--- src/rtl/wb_arbiter_if.sv ---
// Bundle of the arbiter's issue, result, write-port and hazard-check signals.
// The slave modport is the arbiter's view; master is the surrounding pipeline.
interface wb_arbiter_if #(
    parameter int WIDTH     = 32,
    parameter int REG_COUNT = 32
);
    logic                 issue_valid;
    logic [4:0]           issue_rd;
    logic                 issue_long;

    logic                 alu_valid;
    logic [4:0]           alu_rd;
    logic [WIDTH-1:0]     alu_data;

    logic                 lsu_valid;
    logic                 lsu_ready;
    logic [4:0]           lsu_rd;
    logic [WIDTH-1:0]     lsu_data;

    logic                 write_enable;
    logic [4:0]           waddr;
    logic [WIDTH-1:0]     wdata;

    logic [4:0]           chk_rs1;
    logic [4:0]           chk_rs2;
    logic                 hazard;

    logic [REG_COUNT-1:0] busy;

    modport slave (
        input  issue_valid, issue_rd, issue_long,
        input  alu_valid, alu_rd, alu_data,
        input  lsu_valid, lsu_rd, lsu_data,
        output lsu_ready,
        output write_enable, waddr, wdata,
        input  chk_rs1, chk_rs2,
        output hazard, busy
    );

    modport master (
        output issue_valid, issue_rd, issue_long,
        output alu_valid, alu_rd, alu_data,
        output lsu_valid, lsu_rd, lsu_data,
        input  lsu_ready,
        input  write_enable, waddr, wdata,
        output chk_rs1, chk_rs2,
        input  hazard, busy
    );
endinterface

--- src/rtl/wb_arbiter.sv ---
// Writeback arbiter: ALU results take priority over a 2-deep LSU result FIFO,
// feeding one registered register-file write port plus a pending-write scoreboard.
module wb_arbiter #(
    parameter int WIDTH     = 32,
    parameter int REG_COUNT = 32
) (
    input  logic         clk,
    input  logic         rst,
    wb_arbiter_if.slave  bus
);
    typedef struct packed {
        logic [4:0]       rd;
        logic [WIDTH-1:0] data;
    } entry_t;

    entry_t               mem_q [2];
    entry_t               mem_d [2];
    logic                 wr_ptr_q, wr_ptr_d;
    logic                 rd_ptr_q, rd_ptr_d;
    logic [1:0]           count_q, count_d;
    logic                 write_enable_q, write_enable_d;
    logic [4:0]           waddr_q, waddr_d;
    logic [WIDTH-1:0]     wdata_q, wdata_d;
    logic [REG_COUNT-1:0] busy_q, busy_d;

    logic                 lsu_ready;
    logic                 push;
    logic                 pop;
    entry_t               head;
    logic                 sel_valid;
    logic [4:0]           sel_rd;
    logic [WIDTH-1:0]     sel_data;
    logic                 hazard;

    // Ready depends on current occupancy only, so a same-cycle pop never frees a slot.
    assign lsu_ready = !rst && (count_q != 2'd2);
    assign push      = bus.lsu_valid && lsu_ready;
    assign pop       = !bus.alu_valid && (count_q != 2'd0);
    assign head      = mem_q[rd_ptr_q];

    // NOTE: every signal written here gets a default first so no latch is inferred.
    always_comb begin
        mem_d          = mem_q;
        wr_ptr_d       = wr_ptr_q;
        rd_ptr_d       = rd_ptr_q;
        count_d        = count_q;
        sel_valid      = 1'b0;
        sel_rd         = 5'd0;
        sel_data       = '0;

        if (push) begin
            mem_d[wr_ptr_q] = '{rd: bus.lsu_rd, data: bus.lsu_data};
            wr_ptr_d        = ~wr_ptr_q;
        end
        if (pop) begin
            rd_ptr_d = ~rd_ptr_q;
        end
        case ({push, pop})
            2'b10:   count_d = count_q + 2'd1;
            2'b01:   count_d = count_q - 2'd1;
            default: count_d = count_q;
        endcase

        if (bus.alu_valid) begin
            sel_valid = 1'b1;
            sel_rd    = bus.alu_rd;
            sel_data  = bus.alu_data;
        end else if (pop) begin
            sel_valid = 1'b1;
            sel_rd    = head.rd;
            sel_data  = head.data;
        end

        write_enable_d = sel_valid && (sel_rd != 5'd0);
        waddr_d        = sel_valid ? sel_rd   : waddr_q;
        wdata_d        = sel_valid ? sel_data : wdata_q;
    end

    // A new long-latency issue to the same rd outranks the completing pop.
    always_comb begin
        busy_d = busy_q;
        for (int unsigned i = 1; i < REG_COUNT; i++) begin
            if (bus.issue_valid && bus.issue_long && (32'(bus.issue_rd) == i)) begin
                busy_d[i] = 1'b1;
            end else if (pop && (32'(head.rd) == i)) begin
                busy_d[i] = 1'b0;
            end
        end
        busy_d[0] = 1'b0;
    end

    always_comb begin
        hazard = 1'b0;
        for (int unsigned i = 1; i < REG_COUNT; i++) begin
            if (busy_q[i] && ((32'(bus.chk_rs1) == i) || (32'(bus.chk_rs2) == i))) begin
                hazard = 1'b1;
            end
        end
    end

    // NOTE: sequential state uses non-blocking assignments so all flops update together.
    always_ff @(posedge clk) begin
        if (rst) begin
            wr_ptr_q       <= 1'b0;
            rd_ptr_q       <= 1'b0;
            count_q        <= 2'd0;
            write_enable_q <= 1'b0;
            waddr_q        <= 5'd0;
            wdata_q        <= '0;
            busy_q         <= '0;
        end else begin
            wr_ptr_q       <= wr_ptr_d;
            rd_ptr_q       <= rd_ptr_d;
            count_q        <= count_d;
            write_enable_q <= write_enable_d;
            waddr_q        <= waddr_d;
            wdata_q        <= wdata_d;
            busy_q         <= busy_d;
        end
    end

    // NOTE: FIFO storage is not reset; the pointers and count alone define validity.
    always_ff @(posedge clk) begin
        mem_q <= mem_d;
    end

    assign bus.lsu_ready    = lsu_ready;
    assign bus.write_enable = write_enable_q;
    assign bus.waddr        = waddr_q;
    assign bus.wdata        = wdata_q;
    assign bus.busy         = busy_q;
    assign bus.hazard       = hazard;
endmodule

--- src/flat_wrapper.sv ---
// flat-port wrapper written by rule: the top's interface ports become plain ports
module wb_arbiter_flat 
#(
    parameter int WIDTH     = 32,
    parameter int REG_COUNT = 32
)
  (clk, rst, bus_issue_valid, bus_issue_rd, bus_issue_long, bus_alu_valid, bus_alu_rd, bus_alu_data, bus_lsu_valid, bus_lsu_rd, bus_lsu_data, bus_lsu_ready, bus_write_enable, bus_waddr, bus_wdata, bus_chk_rs1, bus_chk_rs2, bus_hazard, bus_busy);
  wb_arbiter_if #(.WIDTH(WIDTH), .REG_COUNT(REG_COUNT)) bus_i ();
  input  logic clk;
  input  logic rst;
  input wire logic [$bits(bus_i.issue_valid)-1:0] bus_issue_valid;
  input wire logic [$bits(bus_i.issue_rd)-1:0] bus_issue_rd;
  input wire logic [$bits(bus_i.issue_long)-1:0] bus_issue_long;
  input wire logic [$bits(bus_i.alu_valid)-1:0] bus_alu_valid;
  input wire logic [$bits(bus_i.alu_rd)-1:0] bus_alu_rd;
  input wire logic [$bits(bus_i.alu_data)-1:0] bus_alu_data;
  input wire logic [$bits(bus_i.lsu_valid)-1:0] bus_lsu_valid;
  input wire logic [$bits(bus_i.lsu_rd)-1:0] bus_lsu_rd;
  input wire logic [$bits(bus_i.lsu_data)-1:0] bus_lsu_data;
  output wire logic [$bits(bus_i.lsu_ready)-1:0] bus_lsu_ready;
  output wire logic [$bits(bus_i.write_enable)-1:0] bus_write_enable;
  output wire logic [$bits(bus_i.waddr)-1:0] bus_waddr;
  output wire logic [$bits(bus_i.wdata)-1:0] bus_wdata;
  input wire logic [$bits(bus_i.chk_rs1)-1:0] bus_chk_rs1;
  input wire logic [$bits(bus_i.chk_rs2)-1:0] bus_chk_rs2;
  output wire logic [$bits(bus_i.hazard)-1:0] bus_hazard;
  output wire logic [$bits(bus_i.busy)-1:0] bus_busy;
  assign bus_i.issue_valid = bus_issue_valid;
  assign bus_i.issue_rd = bus_issue_rd;
  assign bus_i.issue_long = bus_issue_long;
  assign bus_i.alu_valid = bus_alu_valid;
  assign bus_i.alu_rd = bus_alu_rd;
  assign bus_i.alu_data = bus_alu_data;
  assign bus_i.lsu_valid = bus_lsu_valid;
  assign bus_i.lsu_rd = bus_lsu_rd;
  assign bus_i.lsu_data = bus_lsu_data;
  assign bus_lsu_ready = bus_i.lsu_ready;
  assign bus_write_enable = bus_i.write_enable;
  assign bus_waddr = bus_i.waddr;
  assign bus_wdata = bus_i.wdata;
  assign bus_i.chk_rs1 = bus_chk_rs1;
  assign bus_i.chk_rs2 = bus_chk_rs2;
  assign bus_hazard = bus_i.hazard;
  assign bus_busy = bus_i.busy;
  wb_arbiter #(.WIDTH(WIDTH), .REG_COUNT(REG_COUNT)) u_core (.clk(clk), .rst(rst), .bus(bus_i));
endmodule
--- config.mk ---
export PLATFORM = sky130hd
export DESIGN_NAME = wb_arbiter_flat
export DESIGN_NICKNAME = d
export VERILOG_FILES = /design/src/rtl/wb_arbiter_if.sv /design/src/rtl/wb_arbiter.sv /design/src/flat_wrapper.sv
export SDC_FILE = /design/constraint.sdc
export NUM_CORES = 1
export LEC_CHECK = 0
export ABC_AREA = 1
export BUFFER_PORTS_ARGS = -buffer_cell sky130_fd_sc_hd__clkbuf_2
export CORE_MARGIN = 2
export CORE_UTILIZATION = 57
export DETAILED_ROUTE_END_ITERATION = 10
export PLACE_DENSITY = 0.91
export SLEW_MARGIN = 10
export SYNTH_ARGS = -nofsm -noshare
export SYNTH_HDL_FRONTEND = slang
export SYNTH_SLANG_ARGS = --single-unit
--- constraint.sdc ---
create_clock -name clk -period 5 [get_ports clk]
set_input_delay 0.75 -clock clk [delete_from_list [all_inputs] [get_ports clk]]
set_output_delay 0.75 -clock clk [all_outputs]
set_load 0.05 [all_outputs]
# Yosys cells after proc, flatten, opt, wreduce, memory -nomap -nowiden
# Index checks and enable logic that the tools add are counted.
[totals]
romBits = 0
memories = 0
input_bits = 95
ram_bits = 0
register_bits = 148
latch_bits = 0
out_inout_bits = 72
word_cells = 450
[op_classes]
n_addsub = 2
n_mux = 106
mul = 0
n_lt_le_gt_ge = 3
n_bitwise = 4
n_reduce_logical = 166
n_shift = 0
eq_ne = 127
n_div = 0
[ops]
columns = ["operator", "n"]
rows = [
  ["$eq 5x5->1 const B", 64],
  ["$eq 5x4->1 const B", 32],
  ["$mux 37", 4],
  ["$logic_and 1x1->1", 99],
  ["$mux 1", 95],
  ["$eq 5x3->1 const B", 16],
  ["$bwmux 74", 1],
  ["$reduce_bool 2->1", 33],
  ["$mux 32", 2],
  ["$eq 5x2->1 const B", 8],
  ["$demux 37 s1", 1],
  ["$logic_or 1x1->1", 31],
  ["$eq 5x1->1 const B", 4],
  ["$mux 5", 2],
  ["$reduce_bool 5->1", 1],
  ["$ge 2x2->1 const B", 2],
  ["$not 1->2", 2],
  ["$pmux 2 s2", 1],
  ["$add 2x1->2 const B", 1],
  ["$eq 2x1->1 const B", 1],
  ["$eq 2x2->1 const B", 1],
  ["$logic_not 1->1", 2],
  ["$lt 2x1->1 const B", 1],
  ["$ne 2x2->1 const B", 1],
  ["other kinds (2)", 3],
]

# Depth between registers and ports, before layout
# Gate-level depths: netlist of the first run.
[logic_depth]
ltp_word = 34
ltp_mapped = 11
ltp_nobuf = 10

# Least setup slack after synthesis of the first run
# No wires, ideal clock.
[synth_path]
path_type = "input to register"
from = "input rst"
to = "register u_core.mem_q[0] (netlist bit) (enable)"
cell_stages = 3
t_arrival_ps = 3450
setup_ps = 431
path_slack_ps = 1118
required_ps = 4569
path_buffers = 0
cell_sequence = "a21oi_1 nand2_1 nor2_1"
[synth_via]
elab_chain_cells = 3
[synth_lines]
columns = ["item", "line", "text"]
rows = [
  ["start: declaration", "flat_wrapper.sv:10", "input logic rst;"],
  ["$logic_not 1->1", "wb_arbiter.sv:36", "assign lsu_ready = !rst && (count_q != 2'd2);"],
  ["$logic_and 1x1->1", "wb_arbiter.sv:36", ""],
  ["$logic_and 1x1->1", "wb_arbiter.sv:37", "assign push = bus.lsu_valid && lsu_ready;"],
  ["end signal: assignment", "wb_arbiter.sv:124", "mem_q <= mem_d;"],
  ["end: declaration", "wb_arbiter.sv:16", "entry_t mem_q [2];"],
]
# Every way passes these cells.
# A chain may end at the register's enable or synchronous reset.

# Final worst setup path of the first run
[layout_path]
from = "input bus_chk_rs2[4]"
to = "output bus_hazard"
[layout_via]
elab_chain_cells = 34
elab_cells_between_ends = 124
classes_between = "eq/ne (31); mux (31); reduce/logical (62)"
[layout_lines]
columns = ["item", "line", "text"]
rows = [
  ["start: declaration", "flat_wrapper.sv:25", "input wire logic [$bits(bus_i.chk_rs2)-1:0] bus_chk_rs2;"],
  ["$eq 5x1->1", "wb_arbiter.sv:95", "if (busy_q[i] && ((32'(bus.chk_rs1) == i) || (32'(bus.chk_rs2) == i))) begin"],
  ["$logic_or 1x1->1", "wb_arbiter.sv:95", ""],
  ["$logic_and 1x1->1", "wb_arbiter.sv:95", ""],
  ["$mux 1 (30 in series)", "wb_arbiter.sv:95", ""],
  ["$mux 1 *", "wb_arbiter.sv:95", ""],
  ["end: declaration", "flat_wrapper.sv:26", "output wire logic [$bits(bus_i.hazard)-1:0] bus_hazard;"],
]
# Mark *: on every way between the ends. The rest lies on a longest branch, timed or not.

==> impl_metrics.csv, run 1 <==
group,metric,value,unit
status,status,"finished clean",
layout,utilization,0.714,
route,num_vias,6343,
worst_setup_path,cpPeakStageDelay,0.31,ns
grt,grt-ovfl-total,0,
synthesis,postSynthAreaPerCell,8.39,sq um
placement,dp_slack,2.03,ns
cts,insertion_delay,0.43,ns
synthesis,yosysMostFrequentCell,"nand2_1",
synthesis,synth-seq-cells,147,
route,drt_iter0_markers,842,
synthesis,synth_edf_count,74,
worst_setup_path,cp.buffers_inverters,3,
worst_setup_path,r2r_cells,8,
route,route.detailed.drc,0,
synthesis,synth.distinct_cells,25,
floorplan,core,0.0113,sq mm
grt,grt_max_degree,67,
worst_setup_path,startpoint_type,"primary input",
timing,finalCritPeriodShare,0.609,
cts,cts.sinks,147,
run,cap_violations,0,
floorplan,start_util,0.581,
layout,layout.nets,1032,
timing,setup_tns,0,ns
layout,syn_to_final_growth,22.8,%
timing,timing.hold.ws,0.489,ns
timing,setup_slack,1.95,ns
cts,cts_resized,0,
cts,cts_setup_buffers,0,
timing,hold_viol_final,0,
worst_setup_path,worst_setup_path_end_kind,"primary output",
floorplan,fp.dieW,111,um
timing,max_clock_freq,328,MHz
worst_setup_path,cp.arrival,2.30,ns
cts,cts_tree,"yes",
synthesis,synth_common_cells,"nand2_1 (261), edfxtp_1 (74), dfxtp_1 (73)",
floorplan,die_area,0.0124,sq mm
worst_setup_path,r2r-start,"u_core.rd_ptr_q",
worst_setup_path,worst_path_dominant_cell_family,"buffers and inverters",
floorplan,die_y,111,um
synthesis,async_flop_share,0,
worst_setup_path,cp_max_fo,17,
floorplan,io_pins,167,
worst_setup_path,worstSetupPathType,"in -> out",
grt,grt_pass1_wl,30300,um
worst_setup_path,slowest_stage,"inv_1",
synthesis,synth_top_area_share,0.338,
timing,drv_slew,0,
grt,grt_usage,0.309,
worst_setup_path,worst_ep_required_time,4.25,ns
synthesis,syn-cell-area,0.00658,sq mm
floorplan,row_count,39,
synthesis,synthTopCellsByArea,"edfxtp_1 (34%), dfxtp_1 (22%), nand2_1 (15%), nand3_1 (4.7%), nor2_1 (3.7%)",
timing,rsz0062_at_grt,"false",
worst_setup_path,cp_common_cell,"nand2_1",
layout,post-route-cell-area,0.00808,sq mm
route,antenna_left,0,
pwr,p_per_area,400,mW/mm^2
cts,clockBufferDepth,2,
timing,skew,0.00884,ns
layout,nFillCells,800,
synthesis,yosysWarnings,0,
min_path,hold_class,"reg -> reg",
min_path,hp-start,"u_core.bus.busy[17]",
synthesis,ys_seq_area_frac,0.560,
route,first_pass_iters,7,
grt,first_global_vias,6141,
worst_setup_path,worstReg2RegEnd,"u_core.bus.busy[31]",
cts,clk_pin_slew,0.06,ns
timing,finalSetupViolations,0,
cts,cts_inserted_buffers,17,
route,wl_per_cell,17.4,um
min_path,holdPathStages,2,
synthesis,yosysTopAreaCell,"edfxtp_1",
synthesis,synth_flop_cell,"edfxtp_1",
placement,post-dp-hpwl,12300,um
timing,fin_crit,3.05,ns
synthesis,synthCells,784,
placement,dpl-instance-area,0.00746,sq mm
cts,h-tree-depth,4,
layout,antennaDiodeCount,0,
route,avgViaCountPerCell,5.81,
synthesis,syn_nets,880,
pwr,ir_worst_vdd,0.313,mV
worst_setup_path,regToRegSetupSlack,2.50,ns
cts,clock-root-buffer,"clkbuf_16",
layout,drive_above_1_share,0.254,
placement,io_buffers,165,
pwr,power.leakage,3.50,nW
timing,worst_slew_pin_slew,1.10,ns
timing,slew_headroom,0.268,
cts,cts.hold.buffers_added,0,
route,drt-total-wl,19100,um
grt,antenna_found_initial,0,
placement,globalplace.congestion,0.933,
worst_setup_path,crit_chain,"clkbuf_2, inv_1, nand3_1, nand2_1, nand2_1, nand2_1, nor2_1, nand2_1, nor2_1, nand2_1, clkbuf_2",
min_path,hold_path_end,"u_core.bus.busy[17]",
[power by group]
part	internal [mW]	switching, mW	total, mW
Clock	0.827	0.500	1.33
Combinational	0.137	0.399	0.535
Sequential	1.34	0.0321	1.37
Total	2.30	0.930	3.23
[state kept, by name, summed over array words and instances (netlist names)]
signal                   cells
u_core.bus.waddr             5
u_core.bus.wdata            32
u_core.wr_ptr_q              1
u_core.bus.busy             31
u_core.count_q               2
u_core.bus.write_enable      1
u_core.mem_q                74
u_core.rd_ptr_q              1
[cell families (layout without fill, tap and decap cells)]
kind of cell,after synthesis,count (layout),share of synthesized area
AOI/OAI and AO/OA,127,127,0.115
DFF,147,147,0.560
buffers and inverters,82,247,0.0513
and+or+nand+nor,426,426,0.271
other,1,1,0.000570
adders and majority gates,1,1,0.00190
[worst register-to-register path: cells and delay by family, from the launching register on]
kind | cells | cell delay, ns
AOI/OAI and AO/OA | 3 | 0.36
buffers and inverters | 3 | 0.91
DFF | 1 | 0.29
and+or+nand+nor | 2 | 0.78
[per-layer routing]
layer,up-vias,track usage,share of wire
li1,2933,-,-
met1,2916,0.366,0.37
met2,421,0.520,0.48
met3,73,0.0898,0.10
met4,0,0.150,0.044
met5,-,0,0
[per-stage QoR]
| stage | total power [mW] | std cells |
|---|---|---|
| after global routing | 3.33 | 1092 |
| final | 3.23 | 1092 |
| after CTS | 3.22 | 1092 |
| after detailed placement | 1.91 | 1060 |
| after global placement | 1.89 | 1060 |
| after floorplan | 1.76 | 784 |
[placed cells by master, fill, tap and decap left out]
cell        count
clkbuf_2      165
nor2_2          1
clkinvlp_4      3
inv_1          44
o21ai_1         4
clkinv_4        1
inv_6           2
edfxtp_1       74
nand3_1        62
clkbuf_8        1
nor2_1         62
conb_1          1
clkbuf_1        1
o211ai_1       31
nor2_4          4
a21boi_0        1
dfxtp_1        73
or2_1           1
or2_2          35
buf_4           3
inv_2           3
o21ai_2         1
ha_1            1
bufinv_16       3
a21oi_1        40
clkinv_1        2
nand2_1       261
o21ai_0        18
a31oi_1        32
clkbuf_16      18
clkinv_2        1
[cell type report]
class                   count  area (sq um)  area share
well taps                 143           179      0.0221
clock buffers              20           468      0.0579
flip-flops and latches    147          3680       0.456
repair buffers            168           848       0.105
inverters                  47           176      0.0218
clock inverters            12           151      0.0187
multi-input cells         555          2570       0.319
[how the worst max path moves through the flow]
stage / depth (start not counted) / endpoint / slack [ns] / from
2_1_floorplan: 3 / u_core.mem_q[0] / 1.12 / rst
3_3_place_gp: 11 / bus_hazard / 2.06 / bus_chk_rs2[4]
3_5_place_dp: 11 / bus_hazard / 2.03 / bus_chk_rs2[4]
4_1_cts: 11 / bus_hazard / 2.03 / bus_chk_rs2[4]
5_1_grt: 11 / bus_hazard / 1.81 / bus_chk_rs1[4]
6_report: 11 / bus_hazard / 1.95 / bus_chk_rs2[4]
No activity file was read; power rests on OpenSTA's default activity.
==> run 2: changes to the inputs <==
Settings changed: CORE_UTILIZATION 57 to 48, PLACE_DENSITY 0.91 to 0.82.
Clock period 5 ns to 2.5 ns, I/O delays scaled along.
==> impl_metrics.csv, run 2 (same netlist as run 1, synthesis figures left out) <==
group,metric,value,unit
timing,fin_crit,2.17,ns
cts,cts.sinks,147,
placement,dp.cells,1111,
route,wl_per_cell,15.8,um
floorplan,fp.dieW,121,um
layout,drive_above_1_share,0.270,
grt,antenna_found_initial,0,
placement,dpl-instance-area,0.00765,sq mm
timing,skew,0.0208,ns
cts,h-tree-depth,4,
timing,finalSetupViolations,0,
worst_setup_path,endpoint,"bus_hazard",
min_path,hold_class,"in -> reg",
grt,first_global_vias,5640,
floorplan,core,0.0133,sq mm
timing,setup_tns,0,ns
run,cap_violations,0,
layout,layout_commonest_cell,"nand2_1",
grt,grt_max_degree,67,
floorplan,die_y,121,um
worst_setup_path,worstReg2RegEnd,"u_core.bus.busy[31]",
layout,utilization,0.622,
layout,largest_reg_flops,74,
route,avgViaCountPerCell,5.33,
cts,cts_setup_buffers,0,
layout,final_cell_mix,"nand2_1 (261), clkbuf_2 (165), edfxtp_1 (74)",
route,drt_iter0_markers,499,
pwr,power.leakage,3.59,nW
layout,post-route-cell-area,0.00827,sq mm
floorplan,die_area,0.0147,sq mm
cts,insertion_delay,0.42,ns
grt,grt_pass1_wl,28300,um
pwr,p_per_area,778,mW/mm^2
route,num_vias,6092,
status,status,"finished clean",
worst_setup_path,slowest_stage,"nor2_1",
layout,nFillCells,1140,
timing,drv_slew,0,
route,drt-total-wl,18100,um
cts,clk_pin_slew,0.06,ns
route,route.detailed.drc,0,
worst_setup_path,startpoint,"bus_chk_rs2[0]",
worst_setup_path,cp.arrival,1.80,ns
placement,post-dp-hpwl,12500,um
worst_setup_path,cp.depth,12,
timing,hold_viol_final,0,
pwr,p_seq_frac,0.425,
timing,slew_headroom,0.514,
pwr,combPwrFrac,0.167,
placement,dp_slack,0.345,ns
pwr,total_power,6.44,mW
timing,finalCritPeriodShare,0.869,
layout,top_register,"u_core.mem_q",
cts,clock-root-buffer,"clkbuf_16",
timing,max_clock_freq,460,MHz
cts,cts_inserted_buffers,17,
grt,grt_usage,0.249,
timing,rsz0062_at_grt,"false",
timing,worst_slew_pin_slew,0.728,ns
worst_setup_path,regToRegSetupSlack,0.58,ns
worst_setup_path,cp_max_fo,8,
worst_setup_path,cp.buffers_inverters,3,
placement,globalplace.congestion,0.967,
worst_setup_path,worst_path_dominant_cell_family,"simple AND/OR/NAND/NOR gates",
floorplan,row_count,42,
pwr,p_switching,1.85,mW
cts,clockBufferDepth,2,
pwr,p_sw_frac,0.287,
placement,io_buffers,165,
worst_setup_path,startpoint_type,"primary input",
pwr,intPower,4.59,mW
pwr,ir_worst_vdd,0.549,mV
layout,antennaDiodeCount,0,
pwr,power_frac_clock,0.408,
cts,cts_tree,"yes",
layout,syn_to_final_growth,25.7,%
worst_setup_path,cpPeakStageDelay,0.42,ns
layout,stdcell_count,1143,
route,first_pass_iters,6,
timing,setup_slack,0.328,ns
floorplan,io_pins,167,
worst_setup_path,worst_setup_path_end_kind,"primary output",
timing,timing.hold.ws,0.148,ns
cts,cts.hold.buffers_added,0,
worst_setup_path,r2r_cells,5,
floorplan,start_util,0.495,
route,antenna_left,0,
worst_setup_path,crit_chain,"clkbuf_2, inv_1, nor2_1, nand3_1, nand2_1, nand2_1, nand2_1, nor2_1, nand2_1, nor2_1, nand2_1, clkbuf_2",
worst_setup_path,worst_ep_required_time,2.12,ns
worst_setup_path,cp_common_cell,"nand2_1",
layout,layout.nets,1050,
worst_setup_path,worstSetupPathType,"in -> out",
cts,cts_resized,0,
grt,grt-ovfl-total,0,
worst_setup_path,r2r-start,"u_core.rd_ptr_q",
-- run 2: cell count changes in the layout (fill, tap and decap cells not counted), sizes merged --
cell	previous run	this run
inv	49	53
clkbuf	185	184
buf	3	21
clkinvlp	3	2
clkinv	4	2
-- run 2: power groups by stage --
| stage | combinational, mW | clock [mW] | sequential (mW) |
|---|---|---|---|
| 3_5_place_dp | 1.07 | 0 | 2.78 |
| 6_report | 1.08 | 2.63 | 2.73 |
| 5_1_grt | 1.17 | 2.76 | 2.75 |
| 2_1_floorplan | 0.504 | 0 | 3.01 |
| 4_1_cts | 1.08 | 2.65 | 2.73 |
| 3_3_place_gp | 1.05 | 0 | 2.78 |
-- run 2: worst reg2reg max path: stages, from the launching register on --
cell and delay, ns:
dfxtp_1 0.56, o21ai_2 0.14, nor2_2 0.58, inv_1 0.19
o21ai_0 0.21, a21oi_1 0.08
-- run 2: worst min path at each step --
stage               slack, ns                  from  depth (start not counted)                   end
floorplan                0.47     u_core.count_q[1]                          2     u_core.count_q[1]
global placement         0.47  u_core.bus.wdata[31]                          2  u_core.bus.wdata[31]
detailed placement       0.48   u_core.bus.wdata[2]                          2   u_core.bus.wdata[2]
CTS                      0.13      bus_lsu_data[17]                          1      u_core.mem_q[54]
global route             0.13      bus_lsu_data[19]                          1      u_core.mem_q[19]
finish                   0.15      bus_lsu_data[29]                          1      u_core.mem_q[29]
-- run 2: cell type report --
type	instances	area [sq um]	area share
clock inverter	13	173	0.0209
tap	176	220	0.0266
sequential	147	3680	0.445
multi-input combinational	555	2580	0.312
timing repair buffer	186	996	0.120
clock buffer	19	443	0.0536
inverter	47	176	0.0213
-- run 2: layer usage --
metal / vias to the layer above / part of all wire / GRT usage
li1: 2961 / - / -
met1: 2822 / 0.40 / 0.307
met2: 278 / 0.48 / 0.409
met3: 31 / 0.088 / 0.0766
met4: 0 / 0.026 / 0.0974
met5: - / 0 / 0
==> run 3: changes to the inputs <==
Settings changed: PLACE_DENSITY 0.82 to 0.76.
==> impl_metrics.csv, run 3 (same netlist as run 1, synthesis figures left out) <==
group,metric,value,unit
layout,nFillCells,1145,
cts,cts.hold.buffers_added,0,
status,status,"finished clean",
grt,grt_usage,0.251,
layout,regArea,0.00368,sq mm
min_path,hold_path_end,"u_core.mem_q[14]",
cts,clock-root-buffer,"clkbuf_16",
cts,cts_setup_buffers,0,
worst_setup_path,worstReg2RegEnd,"u_core.bus.busy[26]",
cts,clockBufferDepth,2,
worst_setup_path,r2r-start,"u_core.rd_ptr_q",
timing,fin_crit,2.14,ns
route,wl_per_cell,15.8,um
layout,antennaDiodeCount,0,
placement,globalplace.congestion,0.927,
cts,cts_inserted_buffers,17,
timing,finalSetupViolations,0,
min_path,hold_class,"in -> reg",
grt,antenna_found_initial,0,
pwr,p_sw_frac,0.300,
pwr,power_frac_clock,0.406,
worst_setup_path,worstSetupPathType,"in -> out",
grt,first_global_vias,5891,
run,cap_violations,0,
pwr,p_per_area,775,mW/mm^2
cts,clk_pin_slew,0.07,ns
layout,syn_to_final_growth,26.3,%
timing,finalCritPeriodShare,0.856,
pwr,p_switching,1.94,mW
placement,io_buffers,165,
layout,layout_commonest_cell,"nand2_1",
timing,drv_slew,0,
route,antenna_left,0,
floorplan,fp.dieW,121,um
floorplan,io_pins,167,
cts,h-tree-depth,4,
route,drt_iter0_markers,513,
cts,cts_tree,"yes",
pwr,combPwrFrac,0.169,
floorplan,start_util,0.495,
min_path,hp-start,"bus_lsu_data[14]",
layout,top_register,"u_core.mem_q",
layout,layout.nets,1053,
route,avgViaCountPerCell,5.31,
grt,grt_pass1_wl,28700,um
timing,hold_viol_final,0,
pwr,power.leakage,3.62,nW
worst_setup_path,startpoint_type,"primary input",
placement,post-dp-hpwl,12600,um
layout,multiInputGateArea,0.00258,sq mm
route,drt-total-wl,18100,um
cts,cts_resized,0,
layout,final_cell_mix,"nand2_1 (261), clkbuf_2 (165), edfxtp_1 (74)",
floorplan,row_count,42,
pwr,p_seq_frac,0.425,
route,first_pass_iters,6,
timing,setup_tns,0,ns
worst_setup_path,regToRegSetupSlack,0.50,ns
floorplan,core,0.0133,sq mm
grt,grt_max_degree,67,
timing,max_clock_freq,468,MHz
worst_setup_path,cp_max_fo,7,
pwr,ir_worst_vdd,0.503,mV
cts,cts.sinks,147,
cts,insertion_delay,0.42,ns
route,num_vias,6083,
worst_setup_path,r2r_cells,7,
timing,worst_slew_pin_slew,0.709,ns
grt,grt-ovfl-total,0,
timing,skew,0.0109,ns
layout,drive_above_1_share,0.274,
timing,rsz0062_at_grt,"false",
worst_setup_path,worst_setup_path_end_kind,"primary output",
floorplan,die_y,121,um
pwr,total_power,6.45,mW
worst_setup_path,worst_ep_required_time,2.12,ns
min_path,holdPathStages,1,
worst_setup_path,cp.arrival,1.76,ns
timing,slew_headroom,0.527,
pwr,intPower,4.51,mW
floorplan,die_area,0.0147,sq mm
route,route.detailed.drc,0,
layout,largest_reg_flops,74,
run 3: cell count changes in the layout (fill, tap and decap cells not counted), sizes merged:
cell      before  now
clkinv         2    3
bufinv         3    2
buf           21   24
clkbuf       184  182
inv           53   56
clkinvlp       2    1
run 3: worst max-delay path, stage by stage:
cell	delay (ns)
clkbuf_2	0.11
nor2_1	0.44
nand3_1	0.13
nand2_1	0.10
nand2_1	0.06
nand2_1	0.07
nor2_1	0.04
nand2_1	0.07
nor2_1	0.04
nand2_1	0.06
clkbuf_2	0.27
run 3: cell type report:
class,instances,share of cell area
Clock buffer,17,0.0512
Clock inverter,15,0.0226
Inverter,47,0.0212
Multi-Input combinational cell,555,0.310
Sequential cell,147,0.443
Tap cell,176,0.0265
Timing Repair Buffer,189,0.125
run 3: power by group through the flow:
stage	Sequential [mW]	Clock (mW)	Combinational, mW
4_1_cts	2.74	2.64	1.09
3_5_place_dp	2.79	0	1.09
6_report	2.74	2.62	1.09
3_3_place_gp	2.78	0	1.07
2_1_floorplan	3.01	0	0.504
5_1_grt	2.75	2.76	1.18
run 3: worst max path at each step:
stage / depth (start not counted) / from / endpoint / slack (ns)
after floorplan: 4 / u_core.count_q[0] / u_core.mem_q[0] / 0.21
after global placement: 12 / bus_chk_rs2[0] / bus_hazard / 0.39
after detailed placement: 12 / bus_chk_rs2[0] / bus_hazard / 0.41
after CTS: 9 / bus_chk_rs2[4] / bus_hazard / 0.41
after global routing: 12 / bus_chk_rs2[0] / bus_hazard / 0.19
final: 11 / bus_chk_rs1[1] / bus_hazard / 0.36
run 3: layer usage:
| layer | global-route usage | wire length [um] | vias to the layer above |
|---|---|---|---|
| met2 | 0.430 | 8910 | 272 |
| li1 | - | - | 2971 |
| met4 | 0.0807 | 328 | 0 |
| met5 | 0 | 0 | - |
| met3 | 0.0639 | 1420 | 26 |
| met1 | 0.309 | 7400 | 2814 |
run 3: metrics by stage:
step            util  hold slack [ns]  instances  instance area, sq um  setup WS, ns
5_1_grt        0.625            0.126       1146                  8320         0.185
3_3_place_gp   0.579            0.466       1114                  7700         0.387
2_1_floorplan      -            0.466        784                  6600         0.215
4_1_cts        0.625            0.132       1146                  8320         0.410
6_report       0.625            0.144       1146                  8320         0.361
3_5_place_dp   0.579            0.479       1114                  7700         0.415
